## src/rtl/easyaxi_rd_slice.sv

```systemverilog
`default_nettype none
// ============================================================================
// Module   : easyaxi_rd_slice_skid
// Purpose  : Two-entry skid buffer for one valid/ready channel. The valid,
//            ready and payload outputs all come straight from flops, so no
//            combinational path runs from the input side to the output side.
// Ports    : clk, rst            - clock, asynchronous active-high reset
//            i_valid/o_ready     - upstream handshake
//            i_data              - upstream payload
//            o_valid/i_ready     - downstream handshake
//            o_data              - downstream payload (main register)
//            o_empty_next        - holds no beat after the coming edge
// Revision : 1.0 - initial release
// ============================================================================
module easyaxi_rd_slice_skid #(
   parameter int W = 8
) (
   input  logic         clk,
   input  logic         rst,
   input  logic         i_valid,
   output logic         o_ready,
   input  logic [W-1:0] i_data,
   output logic         o_valid,
   input  logic         i_ready,
   output logic [W-1:0] o_data,
   output logic         o_empty_next
);

   typedef enum logic [1:0] {
      ST_EMPTY = 2'd0,
      ST_ONE   = 2'd1,
      ST_FULL  = 2'd2
   } state_t;

   state_t         r_state;
   state_t         w_next;
   logic           r_valid;
   logic           r_ready;
   logic [W-1:0]   r_main;
   logic [W-1:0]   r_skid;
   logic           w_accept;
   logic           w_drain;

   assign w_accept = i_valid & r_ready;
   assign w_drain  = r_valid & i_ready;

   always_comb begin
      w_next = r_state;
      case (r_state)
         ST_EMPTY: if (w_accept) w_next = ST_ONE;
         ST_ONE: begin
            if (w_accept && !w_drain)      w_next = ST_FULL;
            else if (!w_accept && w_drain) w_next = ST_EMPTY;
         end
         ST_FULL:  if (w_drain) w_next = ST_ONE;
         default:  w_next = ST_EMPTY;
      endcase
   end

   // Valid and ready are both functions of the next state, registered, so
   // ready falls on the same edge that fills the skid entry.
   always_ff @(posedge clk or posedge rst) begin
      if (rst) begin
         r_state <= ST_EMPTY;
         r_valid <= 1'b0;
         r_ready <= 1'b0;
      end else begin
         r_state <= w_next;
         r_valid <= (w_next != ST_EMPTY);
         r_ready <= (w_next != ST_FULL);
      end
   end

   // Payload needs no reset: it is only observed while valid is high.
   always_ff @(posedge clk) begin
      case (r_state)
         ST_EMPTY: begin
            if (w_accept) r_main <= i_data;
         end
         ST_ONE: begin
            if (w_accept) begin
               if (w_drain) r_main <= i_data;
               else         r_skid <= i_data;
            end
         end
         ST_FULL: begin
            if (w_drain) r_main <= r_skid;
         end
         default: ;
      endcase
   end

   assign o_valid      = r_valid;
   assign o_ready      = r_ready;
   assign o_data       = r_main;
   assign o_empty_next = (w_next == ST_EMPTY);

endmodule

// ============================================================================
// Module   : easyaxi_rd_slice
// Purpose  : AXI read register slice. AR (master->slave) and R (slave->master)
//            each pass through an independent two-entry skid buffer; beats are
//            never reordered, dropped or modified.
// Ports    : clk, rst            - clock, asynchronous active-high reset
//            s_ar*               - AR channel from master
//            m_ar*               - AR channel to slave
//            m_r*                - R channel from slave
//            s_r*                - R channel to master
//            idle                - neither channel holds a beat
// Revision : 1.0 - initial release
// ============================================================================
module easyaxi_rd_slice #(
   parameter int ID_W    = 4,
   parameter int ADDR_W  = 32,
   parameter int LEN_W   = 8,
   parameter int SIZE_W  = 3,
   parameter int BURST_W = 2,
   parameter int USER_W  = 4,
   parameter int DATA_W  = 32,
   parameter int RESP_W  = 2
) (
   input  logic               clk,
   input  logic               rst,
   // AR from master
   input  logic               s_arvalid,
   output logic               s_arready,
   input  logic [ID_W-1:0]    s_arid,
   input  logic [ADDR_W-1:0]  s_araddr,
   input  logic [LEN_W-1:0]   s_arlen,
   input  logic [SIZE_W-1:0]  s_arsize,
   input  logic [BURST_W-1:0] s_arburst,
   input  logic [USER_W-1:0]  s_aruser,
   // AR to slave
   output logic               m_arvalid,
   input  logic               m_arready,
   output logic [ID_W-1:0]    m_arid,
   output logic [ADDR_W-1:0]  m_araddr,
   output logic [LEN_W-1:0]   m_arlen,
   output logic [SIZE_W-1:0]  m_arsize,
   output logic [BURST_W-1:0] m_arburst,
   output logic [USER_W-1:0]  m_aruser,
   // R from slave
   input  logic               m_rvalid,
   output logic               m_rready,
   input  logic [ID_W-1:0]    m_rid,
   input  logic [DATA_W-1:0]  m_rdata,
   input  logic [RESP_W-1:0]  m_rresp,
   input  logic               m_rlast,
   input  logic [USER_W-1:0]  m_ruser,
   // R to master
   output logic               s_rvalid,
   input  logic               s_rready,
   output logic [ID_W-1:0]    s_rid,
   output logic [DATA_W-1:0]  s_rdata,
   output logic [RESP_W-1:0]  s_rresp,
   output logic               s_rlast,
   output logic [USER_W-1:0]  s_ruser,
   // status
   output logic               idle
);

   localparam int c_ar_w = ID_W + ADDR_W + LEN_W + SIZE_W + BURST_W + USER_W;
   localparam int c_r_w  = ID_W + DATA_W + RESP_W + 1 + USER_W;

   logic [c_ar_w-1:0] w_ar_in;
   logic [c_ar_w-1:0] w_ar_out;
   logic [c_r_w-1:0]  w_r_in;
   logic [c_r_w-1:0]  w_r_out;
   logic              w_ar_empty_next;
   logic              w_r_empty_next;
   logic              r_idle;

   assign w_ar_in = {s_arid, s_araddr, s_arlen, s_arsize, s_arburst, s_aruser};
   assign {m_arid, m_araddr, m_arlen, m_arsize, m_arburst, m_aruser} = w_ar_out;

   assign w_r_in = {m_rid, m_rdata, m_rresp, m_rlast, m_ruser};
   assign {s_rid, s_rdata, s_rresp, s_rlast, s_ruser} = w_r_out;

   easyaxi_rd_slice_skid #(.W(c_ar_w)) u_ar_skid (
      .clk          (clk),
      .rst          (rst),
      .i_valid      (s_arvalid),
      .o_ready      (s_arready),
      .i_data       (w_ar_in),
      .o_valid      (m_arvalid),
      .i_ready      (m_arready),
      .o_data       (w_ar_out),
      .o_empty_next (w_ar_empty_next)
   );

   easyaxi_rd_slice_skid #(.W(c_r_w)) u_r_skid (
      .clk          (clk),
      .rst          (rst),
      .i_valid      (m_rvalid),
      .o_ready      (m_rready),
      .i_data       (w_r_in),
      .o_valid      (s_rvalid),
      .i_ready      (s_rready),
      .o_data       (w_r_out),
      .o_empty_next (w_r_empty_next)
   );

   // Registered from next-state so idle tracks the channel states on the
   // same edge as the valids.
   always_ff @(posedge clk or posedge rst) begin
      if (rst) r_idle <= 1'b1;
      else     r_idle <= w_ar_empty_next & w_r_empty_next;
   end

   assign idle = r_idle;

endmodule
`default_nettype wire

```

## config.mk

```make
export PLATFORM = sky130hd
export DESIGN_NAME = easyaxi_rd_slice
export DESIGN_NICKNAME = d
export VERILOG_FILES = /design/src/rtl/easyaxi_rd_slice.sv
export SDC_FILE = /design/constraint.sdc
export NUM_CORES = 1
export LEC_CHECK = 0
export CAP_MARGIN = 5
export CORE_UTILIZATION = 48
export CTS_CLUSTER_DIAMETER = 150
export DETAILED_ROUTE_END_ITERATION = 16
export PLACE_DENSITY_LB_ADDON = 0.1
export SLEW_MARGIN = 10
export SYNTH_ARGS = -nofsm -noshare
export SYNTH_HDL_FRONTEND = slang
export SYNTH_SLANG_ARGS = --single-unit
```

## constraint.sdc

```tcl
create_clock -name clk -period 6.4 [get_ports clk]
set_input_delay 1.92 -clock clk [delete_from_list [all_inputs] [get_ports clk]]
set_output_delay 1.92 -clock clk [all_outputs]
set_load 0.01 [all_outputs]
```

==> results of run 1 <==
==> worst paths after layout <==
path	from	to	slack [ns]
min in group asynchronous	rst	u_ar_skid.r_state[0]	1.69
worst max-delay path	m_rvalid	u_r_skid.o_data[22]	2.51
worst min-delay path	u_r_skid.r_skid[9]	u_r_skid.o_data[9]	0.53
worst max register to register	u_ar_skid.r_state[0]	u_ar_skid.o_data[6]	3.69
worst min register to register	u_r_skid.r_skid[9]	u_r_skid.o_data[9]	0.53
max in group asynchronous	rst	idle	4.41
==> cell usage after synthesis (all sizes together) <==
library cell	count	area share, %
edfxtp	192	76
mux2	96	17
buf	11	2.2
dfrtp	8	2.6
nand2	3	0.15
nor2	3	0.15
o21ai	3	0.20
a21bo	2	0.26
a21oi	2	0.13
a22oi	2	0.20
inv	2	0.099
nand2b	2	0.16
a21boi	1	0.15
a21o	1	0.099
and2	1	0.082
and3b	1	0.11
dfstp	1	0.34
nand3	1	0.066
nand3b	1	0.099
nand4b	1	0.11
nor2b	1	0.082
o211ai	1	0.099
o21a	1	0.099
o21bai	1	0.099
o221ai	1	0.11
or2	1	0.082
==> power groups by stage <==
| stage | clock [mW] | combinational [mW] | sequential (mW) |
|---|---|---|---|
| after CTS | 1.08 | 1.27 | 2.05 |
| final | 1.06 | 1.25 | 2.04 |
| after global placement | 0 | 1.24 | 2.06 |
| after global routing | 1.13 | 1.33 | 2.08 |
| after detailed placement | 0 | 1.27 | 2.07 |
| after floorplan | 0 | 0.551 | 2.20 |
==> sequential cells by signal (all words and copies together) (netlist names) <==
| register | cells |
|---|---|
| idle | 1 |
| u_ar_skid.o_data | 53 |
| u_ar_skid.o_ready | 1 |
| u_ar_skid.o_valid | 1 |
| u_ar_skid.r_skid | 53 |
| u_ar_skid.r_state | 2 |
| u_r_skid.o_data | 43 |
| u_r_skid.o_ready | 1 |
| u_r_skid.o_valid | 1 |
| u_r_skid.r_skid | 43 |
| u_r_skid.r_state | 2 |
==> final cells by class <==
class                           instances  area, um^2  area share, %
Timing Repair Buffer                  207        2059          19.77
Clock inverter                         10       47.55         0.4565
Multi-Input combinational cell        126        1508          14.48
Clock buffer                           24       536.8          5.154
Sequential cell                       201        5992          57.53
Tap cell                              211       264.0          2.535
Inverter                                2       7.507        0.07208
==> metal layers <==
metal	up-vias	global-route usage (%)	routed length, um
li1	1782	-	-
met1	1889	22.47	6042
met2	170	26.47	6437
met3	21	7.429	1450
met4	0	4.498	244
met5	-	0	0
==> kinds of logic (layout without fill, tap and decap cells) <==
group           after synthesis  in the layout  synth area share, %
simple gates                 15             15                1.100
buf+inv                      13            243                2.298
mux                          96             96                16.55
flops                       201            201                78.61
compound gates               15             15                1.445
==> through the flow <==
step / cell area, um^2 / total power [mW] / worst slack [ns] / cells
finish: 10420 / 4.352 / 2.509 / 781
global route: 10420 / 4.540 / 2.341 / 781
CTS: 10420 / 4.398 / 2.489 / 781
detailed placement: 9831 / 3.336 / 1.992 / 747
global placement: 9831 / 3.306 / 2.053 / 747
floorplan: 7622 / 2.748 / 0.05614 / 340
==> worst register-to-register path, delay by kind of cell (launching register included) <==
| family | cells | cell delay [ns] |
|---|---|---|
| compound gates | 2 | 0.82 |
| buf+inv | 1 | 0.45 |
| flops | 1 | 0.46 |
| simple gates | 1 | 0.65 |
==> metrics.csv, run 1 <==
stage,metric,value,unit
critical_path,"Max FO, Critical Path",33,
critical_path,gate family responsible for the most delay along the worst path,buffers and inverters,
detailed_routing,total wirelength of the detailed-routed design,14.17,mm
cts,# hold bufs at CTS,0,
yosys,flip-flop and latch count after synthesis,201,
detailed_routing,DR DRC count,0,
critical_path,endpoint required time on the critical path,6.57,ns
sta,unrepaired setup endpoints after global routing,no,
cts,CTS Root Buffer Type,clkbuf_16,
die,Initial Utilization,49.59,%
cts,number of gates given a new drive strength after cts,0,
sta,total of endpoints with negative setup slack in the final report,0,
cts,TritonCTS clock tree,done,
cells_and_area,share of cells above drive strength 1,24.21,%
cts,count of H-tree levels built during CTS,1,
cells_and_area,Filler Cell Count,1007,
yosys,number of synthesis warnings,0,
cells_and_area,"Area growth, synth to finish",36.64,%
global_routing,largest net degree at the start of global routing,56,
hold_path,HP Class,reg -> reg,
cells_and_area,utilization after layout,67.76,%
sta,clock period minus final worst setup slack,3.891,ns
power_and_ir_drop,P per Cell Area,417.9,nW/um^2
critical_path,kind of capture point of the worst setup path,register,
die,total core area,15370,um^2
power_and_ir_drop,portion of total power attributed to sequential cells,46.9,%
power_and_ir_drop,largest vdd supply drop,282.0,uV
critical_path,worst reg2reg path depth,4,
detailed_routing,Avg WL per Cell,18.15,um
cts,buffer depth of the longest clock path,3,
die,die boundary width,128.0,um
sta,final-layout worst hold slack,0.5349,ns
detailed_routing,number of vias in the routed layout,3862,
power_and_ir_drop,Sw Ratio,26.84,%
yosys,number of distinct library cells after synthesis,28,
sta,count of final hold-check violations,0,
sta,worst setup skew after layout,0.01207,ns
global_routing,via count of the first global-routing pass,3960,
global_routing,global-route wire length before repair,21.42,mm
cts,insertion delay to the later sink of the worst-skew pair,0.47,ns
critical_path,Crit path arrival time,4.06,ns
cts,TritonCTS Buffers,21,
outcome,result of the run,completed,
global_routing,Total Routing Usage GR,17.19,%
cells_and_area,most frequent cells in the layout,"clkdlybuf4s50_1 (202), edfxtp_1 (192), mux2_2 (48), mux2_4 (48), clkbuf_16 (21)",
power_and_ir_drop,static power due to leakage,3.723,nW
place,Port Buffers,202,
die,die outline area,16390,um^2
yosys,Mean Syn Cell Area,22.42,um^2
critical_path,slowest cell on the critical path,o21ai_4,
yosys,synthesized instance count,340,
sta,transition time at the pin with the least slew margin,1.093,ns
detailed_routing,antenna-violating nets left,0,
hold_path,Cells on Worst Hold Path,1,
global_routing,initial antenna violation count,0,
critical_path,chain of cells forming the critical path,clkdlybuf4s50_1 > nand2_1 > or2_2 > o21ai_4 > buf_4,
cells_and_area,diodes inserted,0,
place,global placement routability congestion,0.8145,
detailed_routing,via density per instance,4.945,
die,Chip Height,128.0,um
sta,TNS Setup,0,ns
critical_path,worst setup path category,in -> reg,
yosys,number of nets produced by synthesis,442,
place,HPWL reported at the end of detailed placement,9.355,mm
cells_and_area,final layout net count,661,
power_and_ir_drop,internal power,3.184,mW
cells_and_area,"most common cell after layout, fill and taps aside",clkdlybuf4s50_1,
job,max-cap violation count,0,
power_and_ir_drop,clock network power share,24.3,%
die,I/O pins,203,
cts,clock transition time at the flip-flop clock pins of the worst setup and hold paths,0.06,ns
critical_path,Setup crit start kind,primary input,
yosys,sequential area share after synthesis,78.61,%
detailed_routing,initial drt markers,195,
yosys,Mapped Area,7622,um^2
power_and_ir_drop,net switching power of the design,1.168,mW
critical_path,maximum single-stage delay on the critical path,0.85,ns
global_routing,grt total ovfl,0,
cts,total number of clock tree sinks,201,
sta,Final Max Slew Viols,0,
power_and_ir_drop,Combinational Power Share,28.7,%
detailed_routing,1st-pass router iterations,6,
critical_path,number of buffer and inverter instances along the worst setup path,2,
sta,Worst slew margin,26.85,%
sta,fmax,257.0,MHz
critical_path,count of cell instances traversed by the critical path,5,
cts,buffers inserted by post-CTS timing repair,0,
sta,portion of the clock cycle consumed by the worst path in the final layout,60.80,%
die,number of core rows,45,
No activity file was read; power rests on OpenSTA's default activity.
==> inputs of run 2 (changes only) <==
--- a/config.mk
+++ b/config.mk
@@ -6,7 +6,7 @@
 export NUM_CORES = 1
 export LEC_CHECK = 0
 export CAP_MARGIN = 5
-export CORE_UTILIZATION = 48
+export CORE_UTILIZATION = 44
 export CTS_CLUSTER_DIAMETER = 150
 export DETAILED_ROUTE_END_ITERATION = 16
 export PLACE_DENSITY_LB_ADDON = 0.1
==> constraint.sdc (replaced) <==
create_clock -name clk -period 3.46 [get_ports clk]
set_input_delay 1.038 -clock clk [delete_from_list [all_inputs] [get_ports clk]]
set_output_delay 1.038 -clock clk [all_outputs]
set_load 0.01 [all_outputs]
==> run 2 against run 1 <==
Net effect: utilization shrank 4.8 points; first-iteration DRC count shrank 34%; final area grew 1.2%; non-clock buffer count grew 1; clock-buffer cell count shrank 1; global-route usage shrank 1.2 points; via count shrank 0.98%; final cell count grew 1.7%; clock skew is essentially flat; sequential share of layout area shrank 0.70 points; critical path type is now reg -> out; largest power group unchanged.
==> metrics.csv, run 2 (synthesis results as in run 1) <==
stage,metric,value,unit,change
detailed_routing,antenna-violating nets left,0,,unchanged
sta,Final Max Slew Viols,0,,unchanged
global_routing,GR Layer Usage met2,24.74,%,was 26.47%
sta,TNS Setup,0,ns,unchanged
power_and_ir_drop,Sw Ratio,26.19,%,was 26.84%
cells_and_area,"most common cell after layout, fill and taps aside",clkdlybuf4s50_1,,unchanged
cts,buffer depth of the longest clock path,3,,unchanged
cells_and_area,final layout net count,662,,was 661
critical_path,gate family responsible for the most delay along the worst path,buffers and inverters,,unchanged
place,standard cell area after detailed placement,9899,um^2,was 9831 um^2
detailed_routing,initial drt markers,128,,was 195
critical_path,maximum single-stage delay on the critical path,0.52,ns,was 0.85 ns
cts,# hold bufs at CTS,0,,unchanged
global_routing,Total Routing Usage GR,15.97,%,was 17.19%
sta,total of endpoints with negative setup slack in the final report,0,,unchanged
place,HPWL reported at the end of detailed placement,9.107,mm,was 9.355 mm
detailed_routing,1st-pass router iterations,5,,was 6
global_routing,initial antenna violation count,0,,unchanged
cells_and_area,Filler Cell Count,1230,,"was 1,007"
global_routing,global routing met3 resource utilization,6.317,%,was 7.429%
place,Port Buffers,202,,unchanged
die,Initial Utilization,45.48,%,was 49.59%
cts,buffers inserted by post-CTS timing repair,0,,unchanged
cells_and_area,"Non-Filler Cell Area, Final",10540,um^2,"was 10,420 um^2"
global_routing,met1 Use GR,20.85,%,was 22.47%
global_routing,peak-usage layer in the global routing report,met2,,unchanged
critical_path,Crit path arrival time,1.51,ns,was 4.06 ns
power_and_ir_drop,portion of total power attributed to sequential cells,45.6,%,was 46.9%
cells_and_area,most frequent cells in the layout,"clkdlybuf4s50_1 (202), edfxtp_1 (192), mux2_2 (48), mux2_4 (48), clkbuf_16 (21)",,unchanged
sta,transition time at the pin with the least slew margin,0.8097,ns,was 1.093 ns
cells_and_area,share of cells above drive strength 1,24.04,%,was 24.21%
detailed_routing,via density per instance,4.816,,was 4.945
die,number of core rows,47,,was 45
critical_path,worst reg2reg path depth,3,,was 4
sta,unrepaired setup endpoints after global routing,no,,unchanged
power_and_ir_drop,internal power,6.071,mW,was 3.184 mW
global_routing,global-route wire length before repair,22.10,mm,was 21.42 mm
critical_path,endpoint required time on the critical path,2.42,ns,was 6.57 ns
cts,number of gates given a new drive strength after cts,0,,unchanged
power_and_ir_drop,net switching power of the design,2.154,mW,was 1.168 mW
hold_path,Cells on Worst Hold Path,1,,unchanged
global_routing,grt total ovfl,0,,unchanged
power_and_ir_drop,static power due to leakage,3.764,nW,was 3.723 nW
cells_and_area,"Area growth, synth to finish",38.33,%,was 36.64%
die,total core area,16760,um^2,"was 15,370 um^2"
cts,count of H-tree levels built during CTS,1,,unchanged
global_routing,via count of the first global-routing pass,4056,,"was 3,960"
critical_path,chain of cells forming the critical path,clkdlybuf4s50_1,,was clkdlybuf4s50_1 > nand2_1 > or2_2 > o21ai_4 > buf_4
cells_and_area,diodes inserted,0,,unchanged
hold_path,end point of the worst hold path,u_ar_skid.o_data[18],,was u_r_skid.o_data[9]
critical_path,number of buffer and inverter instances along the worst setup path,1,,was 2
global_routing,largest net degree at the start of global routing,54,,was 56
hold_path,source of the worst hold timing path,u_ar_skid.r_skid[18],,was u_r_skid.r_skid[9]
detailed_routing,total wirelength of the detailed-routed design,13.95,mm,was 14.17 mm
job,max-cap violation count,0,,unchanged
die,die outline area,17850,um^2,"was 16,390 um^2"
die,I/O pins,203,,unchanged
power_and_ir_drop,clock network power share,25.6,%,was 24.3%
sta,worst setup skew after layout,0.01222,ns,was 0.01207 ns
detailed_routing,DR DRC count,0,,unchanged
place,global placement routability congestion,0.7324,,was 0.8145
power_and_ir_drop,P per Cell Area,780.0,nW/um^2,was 417.9 nW/um^2
cts,TritonCTS clock tree,done,,unchanged
sta,portion of the clock cycle consumed by the worst path in the final layout,73.63,%,
critical_path,reg-to-reg startpoint,u_ar_skid.r_state[0],,unchanged
critical_path,"Max FO, Critical Path",1,,was 33
sta,clock period minus final worst setup slack,2.548,ns,
cts,insertion delay to the later sink of the worst-skew pair,0.48,ns,was 0.47 ns
sta,fmax,392.5,MHz,
critical_path,endpoint of the worst-slack reg-to-reg timing path,u_ar_skid.o_data[10],,was u_ar_skid.o_data[6]
detailed_routing,Avg WL per Cell,17.57,um,was 18.15 um
power_and_ir_drop,largest vdd supply drop,449.6,uV,was 282.0 uV
cts,TritonCTS Buffers,21,,unchanged
critical_path,kind of capture point of the worst setup path,output port,,was register
outcome,result of the run,completed,,unchanged
sta,Worst slew margin,46.02,%,was 26.85%
cts,total number of clock tree sinks,201,,unchanged
sta,count of final hold-check violations,0,,unchanged
critical_path,slowest cell on the critical path,clkdlybuf4s50_1,,was o21ai_4
hold_path,HP Class,reg -> reg,,unchanged
cts,clock transition time at the flip-flop clock pins of the worst setup and hold paths,0.06,ns,about the same
power_and_ir_drop,Combinational Power Share,28.8,%,was 28.7%
critical_path,Setup crit start kind,register,,was primary input
cts,CTS Root Buffer Type,clkbuf_16,,unchanged
die,Chip Height,133.6,um,was 128.0 um
critical_path,worst setup path category,reg -> out,,was in -> reg
critical_path,Register-to-Register Setup Slack,1.25,ns,was 3.69 ns
detailed_routing,number of vias in the routed layout,3824,,"was 3,862"
die,die boundary width,133.6,um,was 128.0 um
-- run 2: cell count changes in the layout (fill, tap and decap cells not counted) --
cell,before,now
clkinv_2,4,1
bufinv_16,0,2
buf_12,0,4
clkbuf_1,3,2
clkinv_1,5,10
buf_4,5,2
-- run 2: cell type report --
cell class              count  area (um^2)  share of cell area, %
clock buffers              23        533.0                  5.055
clock inverters            14        111.4                  1.056
inverters                   2        7.507                0.07120
multi-input cells         126         1508                  14.30
flip-flops and latches    201         5992                  56.83
well taps                 220        275.3                  2.611
repair buffers            208         2117                  20.08
-- run 2: power by group through the flow --
stage	Clock, mW	Combinational, mW	Sequential (mW)
4_1_cts	2.17	2.42	3.76
6_report	2.11	2.37	3.75
3_3_place_gp	0	2.37	3.79
5_1_grt	2.26	2.54	3.81
3_5_place_dp	0	2.41	3.80
2_1_floorplan	0	1.03	4.00
-- run 2: how the worst max path moves through the flow --
stage                      endpoint      start  cells past startpoint  slack [ns]
2_1_floorplan   u_ar_skid.o_data[0]  s_arvalid                      2        0.41
3_3_place_gp   u_ar_skid.o_data[35]  s_arvalid                      5        0.70
3_5_place_dp   u_ar_skid.o_data[38]  s_arvalid                      5        0.64
4_1_cts                        idle       idle                      1        0.88
5_1_grt                        idle       idle                      1        0.86
6_report                       idle       idle                      1        0.91
-- run 2: metal layers --
metal / wire length (um) / up-vias
li1: - / 1795
met1: 5830 / 1846
met2: 6561 / 165
met3: 1337 / 18
met4: 220 / 0
met5: 0 / -
-- run 2: worst register-to-register path, delay by kind of cell (launching register included) --
family | cells | cell delay (ns)
buffers and inverters | 1 | 0.42
multiplexers | 1 | 0.32
AND/OR/NAND/NOR | 1 | 0.73
flip-flops | 1 | 0.49
-- run 2: metrics by stage --
stage          power, mW  hold slack [ns]  setup WS, ns  instances  utilization, %
2_1_floorplan      5.034           0.5131        0.4148        340               -
3_3_place_gp       6.161           0.5284        0.6964        757           59.07
3_5_place_dp       6.210           0.5334        0.6350        757           59.07
4_1_cts            8.350           0.5420        0.8849        794           62.91
5_1_grt            8.606           0.5535        0.8585        794           62.91
6_report           8.224           0.5414        0.9124        794           62.91
==> inputs of run 3 (changes only) <==
==> constraint.sdc (replaced) <==
create_clock -name clk -period 2.31 [get_ports clk]
set_input_delay 0.693 -clock clk [delete_from_list [all_inputs] [get_ports clk]]
set_output_delay 0.693 -clock clk [all_outputs]
set_load 0.01 [all_outputs]
==> run 3 against run 2 <==
Net effect: via count is 1.9% higher; combinational power grew 54%; routed wire length rose by 2.4%; first-iteration DRC count increased by 66%; total power increased by 53%; die area is the same; largest power group unchanged.
==> metrics.csv, run 3 (synthesis results as in run 1) <==
stage,metric,value,unit,change
global_routing,grt total ovfl,0,,unchanged
detailed_routing,DR DRC count,0,,unchanged
cells_and_area,final layout net count,672,,was 662
critical_path,Setup crit start kind,register,,unchanged
sta,total of endpoints with negative setup slack in the final report,0,,unchanged
sta,fmax,455.9,MHz,
critical_path,endpoint of the worst-slack reg-to-reg timing path,u_ar_skid.o_data[3],,was u_ar_skid.o_data[10]
sta,transition time at the pin with the least slew margin,0.3665,ns,was 0.8097 ns
detailed_routing,total wirelength of the detailed-routed design,14.29,mm,was 13.95 mm
die,die boundary width,133.6,um,unchanged
detailed_routing,1st-pass router iterations,4,,was 5
global_routing,largest net degree at the start of global routing,36,,was 54
global_routing,global-route wire length before repair,22.25,mm,was 22.10 mm
place,global placement routability congestion,0.7989,,was 0.7324
detailed_routing,Avg WL per Cell,17.75,um,was 17.57 um
cells_and_area,"most common cell after layout, fill and taps aside",clkdlybuf4s50_1,,unchanged
cts,count of H-tree levels built during CTS,1,,unchanged
critical_path,Crit path arrival time,1.50,ns,was 1.51 ns
sta,worst setup skew after layout,0.01475,ns,was 0.01222 ns
place,DP Worst Slack,-0.01973,ns,was 0.6350 ns
critical_path,worst setup path category,reg -> out,,unchanged
global_routing,Total Routing Usage GR,16.18,%,was 15.97%
sta,unrepaired setup endpoints after global routing,no,,unchanged
place,HPWL reported at the end of detailed placement,9.858,mm,was 9.107 mm
cts,insertion delay to the later sink of the worst-skew pair,0.48,ns,about the same
sta,portion of the clock cycle consumed by the worst path in the final layout,94.95,%,
detailed_routing,via density per instance,4.840,,was 4.816
cts,CTS Root Buffer Type,clkbuf_16,,unchanged
outcome,result of the run,completed,,unchanged
cells_and_area,share of cells above drive strength 1,26.37,%,was 24.04%
critical_path,kind of capture point of the worst setup path,output port,,unchanged
die,total core area,16760,um^2,unchanged
cts,buffers inserted by post-CTS timing repair,0,,unchanged
critical_path,gate family responsible for the most delay along the worst path,buffers and inverters,,unchanged
critical_path,maximum single-stage delay on the critical path,0.52,ns,about the same
cts,clock transition time at the flip-flop clock pins of the worst setup and hold paths,0.06,ns,about the same
critical_path,Register-to-Register Setup Slack,0.58,ns,was 1.25 ns
cts,number of gates given a new drive strength after cts,0,,unchanged
detailed_routing,antenna-violating nets left,0,,unchanged
critical_path,"Max FO, Critical Path",1,,unchanged
critical_path,endpoint required time on the critical path,1.62,ns,was 2.42 ns
cells_and_area,"Non-Filler Cell Area, Final",10690,um^2,"was 10,540 um^2"
die,Chip Height,133.6,um,unchanged
sta,count of final hold-check violations,0,,unchanged
detailed_routing,number of vias in the routed layout,3896,,"was 3,824"
global_routing,via count of the first global-routing pass,4108,,"was 4,056"
die,Initial Utilization,45.48,%,unchanged
detailed_routing,initial drt markers,212,,was 128
power_and_ir_drop,P per Cell Area,1177,nW/um^2,was 780.0 nW/um^2
critical_path,launching instance or port of the critical path,idle,,unchanged
hold_path,HP Class,in -> async,,was reg -> reg
job,max-cap violation count,0,,unchanged
cts,TritonCTS Buffers,21,,unchanged
cells_and_area,utilization after layout,63.77,%,was 62.91%
critical_path,chain of cells forming the critical path,clkdlybuf4s50_1,,unchanged
cells_and_area,"Area growth, synth to finish",40.22,%,was 38.33%
place,placed instance count,767,,was 757
die,number of core rows,47,,unchanged
cts,# hold bufs at CTS,0,,unchanged
critical_path,worst reg2reg path depth,3,,unchanged
cts,buffer depth of the longest clock path,3,,unchanged
global_routing,initial antenna violation count,1,,was 0
die,I/O pins,203,,unchanged
critical_path,reg-to-reg startpoint,u_ar_skid.r_state[0],,unchanged
place,standard cell area after detailed placement,10010,um^2,was 9899 um^2
cells_and_area,most frequent cells in the layout,"clkdlybuf4s50_1 (202), edfxtp_1 (192), mux2_2 (48), mux2_4 (48), clkbuf_16 (21)",,unchanged
power_and_ir_drop,static power due to leakage,3.853,nW,was 3.764 nW
sta,Worst slew margin,75.54,%,was 46.02%
cells_and_area,Final Instance Count excl. Fillers,805,,was 794
sta,Final Max Slew Viols,0,,unchanged
critical_path,slowest cell on the critical path,clkdlybuf4s50_1,,unchanged
place,Port Buffers,202,,unchanged
die,die outline area,17850,um^2,unchanged
cts,total number of clock tree sinks,201,,unchanged
sta,Worst Slack Setup Final,0.1167,ns,was 0.9124 ns
critical_path,number of buffer and inverter instances along the worst setup path,1,,unchanged
cts,TritonCTS clock tree,done,,unchanged
sta,final-layout worst hold slack,0.4934,ns,was 0.5414 ns
power_and_ir_drop,largest vdd supply drop,617.3,uV,was 449.6 uV
sta,clock period minus final worst setup slack,2.193,ns,
==> run 3: per-stage QoR <==
step / setup TNS (ns) / power (mW)
2_1_floorplan: -40.52 / 7.551
3_3_place_gp: -0.2188 / 9.362
3_5_place_dp: -0.5043 / 9.422
4_1_cts: 0 / 12.75
5_1_grt: 0 / 13.13
6_report: 0 / 12.58
==> run 3: routing by layer <==
metal  vias up  global-route usage, %  share of wire [%]
met2       164                  25.98                 47
li1       1813                      -                  -
met1      1896                  21.20                 43
met3        23                  4.262                8.0
met4         0                  5.934                2.4
met5         -                      0                  0
==> run 3: where the power goes <==
group          total (mW)  switching [mW]  internal [mW]
logic                3.66            1.64           2.02
clock network        3.27            1.28           2.00
registers            5.64           0.341           5.30
==> run 3: cell type report <==
type,instances,area [um^2]
diodes,1,2.502
clock buffers,24,536.8
clock inverters,13,136.4
fillers,1188,6072
inverters,2,7.507
multi-input cells,126,1508
flip-flops and latches,201,5992
well taps,220,275.3
repair buffers,218,2230
==> run 3: worst max-delay path by stage <==
stage                                endpoint  slack, ns  cells past startpoint
final                                    idle       0.12                      1
after global routing                     idle       0.08                      1
after CTS                                idle       0.09                      1
after detailed placement  u_r_skid.o_data[20]      -0.02                      5
after global placement     u_r_skid.o_data[7]     -0.009                      5
after floorplan           u_ar_skid.o_data[0]      -0.39                      2
==> edit: new RTL, settings of run 3 <==
Set the parameter `ID_W` to 5 (it was 4).
--- a/src/rtl/easyaxi_rd_slice.sv
+++ b/src/rtl/easyaxi_rd_slice.sv
@@ -112,5 +112,5 @@
 // ============================================================================
 module easyaxi_rd_slice #(
-   parameter int ID_W    = 4,
+   parameter int ID_W    = 5,
    parameter int ADDR_W  = 32,
    parameter int LEN_W   = 8,
Interface: changed (resized m_arid, m_rid, s_arid and s_rid); port bits go from 203 to 207. No check against the original RTL was run, so the function may have changed too.
==> edit against run 3 <==
- sequential cell count increased by 4
- combinational power increased by 4%
- total power increased by 5.8%
- setup slack got worse by 0.021 ns
- design area increased by 3.5%
- routed wire length increased by 3.9%
- cell count increased by 1.7%
- synthesized area increased by 3.1%
- critical path type unchanged
- largest power group unchanged
==> edit: results (changes against run 3) <==
- DR WL/cell: 18.12 um (was 17.75 um)
- Seq/Total Area, Yosys: 77.79% (was 78.61%)
- VDD IR-drop max: 0.6841 mV (was 0.6173 mV)
- FF-to-FF End: u_ar_skid.o_data[2] (was u_ar_skid.o_data[3])
- Routed wl met3: 1217 um (was 1138 um)
- Worst clock skew: 0.007703 ns (was 0.01475 ns)
- Initial DRC count: 148 (was 212)
- Synthesized area per cell: 22.71 um2 (was 22.42 um2)
- Nets@finish: 682 (was 672)
- Vias in the first global route: 4,143 (was 4,108)
- Via/cell ratio: 4.851 (was 4.840)
- WP data arrival: 1.52 ns (was 1.50 ns)
- Synth async-reset ratio: 4.390% (was 4.478%)
- DRT met1 WL: 6301 um (was 6129 um)
- Vias post-DR: 3,973 (was 3,896)
- Share of cells above drive strength 1: 26.26% (was 26.37%)
- Buffers on Ports: 206 (was 202)
- EDFF count, synth: 196 (was 192)
- Distinct cells, synth: 31 (was 28)
- Pre-CTS WS: -0.03956 ns (was -0.01973 ns)
- Multiplexer share of the synthesized area: 17.15% (was 16.55%)
- Global-route wire length before repair: 22,710 um (was 22,250 um)
- Diodes inserted: 0 (was 1)
- Placement Cell Area: 10,270 um2 (was 10,010 um2)
- Largest net degree at the start of global routing: 55 (was 36)
- Leakage: 3.986 nW (was 3.853 nW)
- Metal2 WL: 6915 um (was 6672 um)
- Synth cell count leaders: 196 x edfxtp_1, 65 x mux2_4, 33 x mux2_2, 8 x dfrtp_1, 7 x buf_12 (was 192 x edfxtp_1, 48 x mux2_2, 48 x mux2_4, 8 x dfrtp_1, 6 x buf_6)
- Outcome: complete, no violations (unchanged)
- Worst-Margin Slew: 0.3440 ns (was 0.3665 ns)
- TritonCTS Buffers: 22 (was 21)
edit: cell type report:
cell class / instances / area [um2]
sequential: 205 / 6112
fill: 1226 / 6299
tap: 225 / 281.5
inverter: 2 / 7.507
clock inverter: 17 / 215.2
timing repair buffer: 219 / 2272
multi-input combinational: 128 / 1594
clock buffer: 23 / 575.6
edit: worst min path at each step:
stage	from	end	slack (ns)
2_1_floorplan	rst	u_ar_skid.o_ready	0.52
5_1_grt	rst	u_ar_skid.o_valid	0.49
6_report	rst	u_r_skid.o_valid	0.47
3_3_place_gp	u_ar_skid.r_skid[26]	u_ar_skid.o_data[26]	0.53
4_1_cts	rst	u_ar_skid.r_state[0]	0.46
3_5_place_dp	u_ar_skid.r_skid[16]	u_ar_skid.o_data[16]	0.53
edit: per-layer routing:
layer	GRT usage, %	vias up
met5	0.8333	-
met1	21.22	1959
li1	-	1839
met3	5.238	26
met2	25.57	149
met4	5.243	0
edit: power breakdown:
part,switching (W),internal (W)
clock network,0.00139,0.00237
logic,0.00170,0.00210
registers,0.000337,0.00541
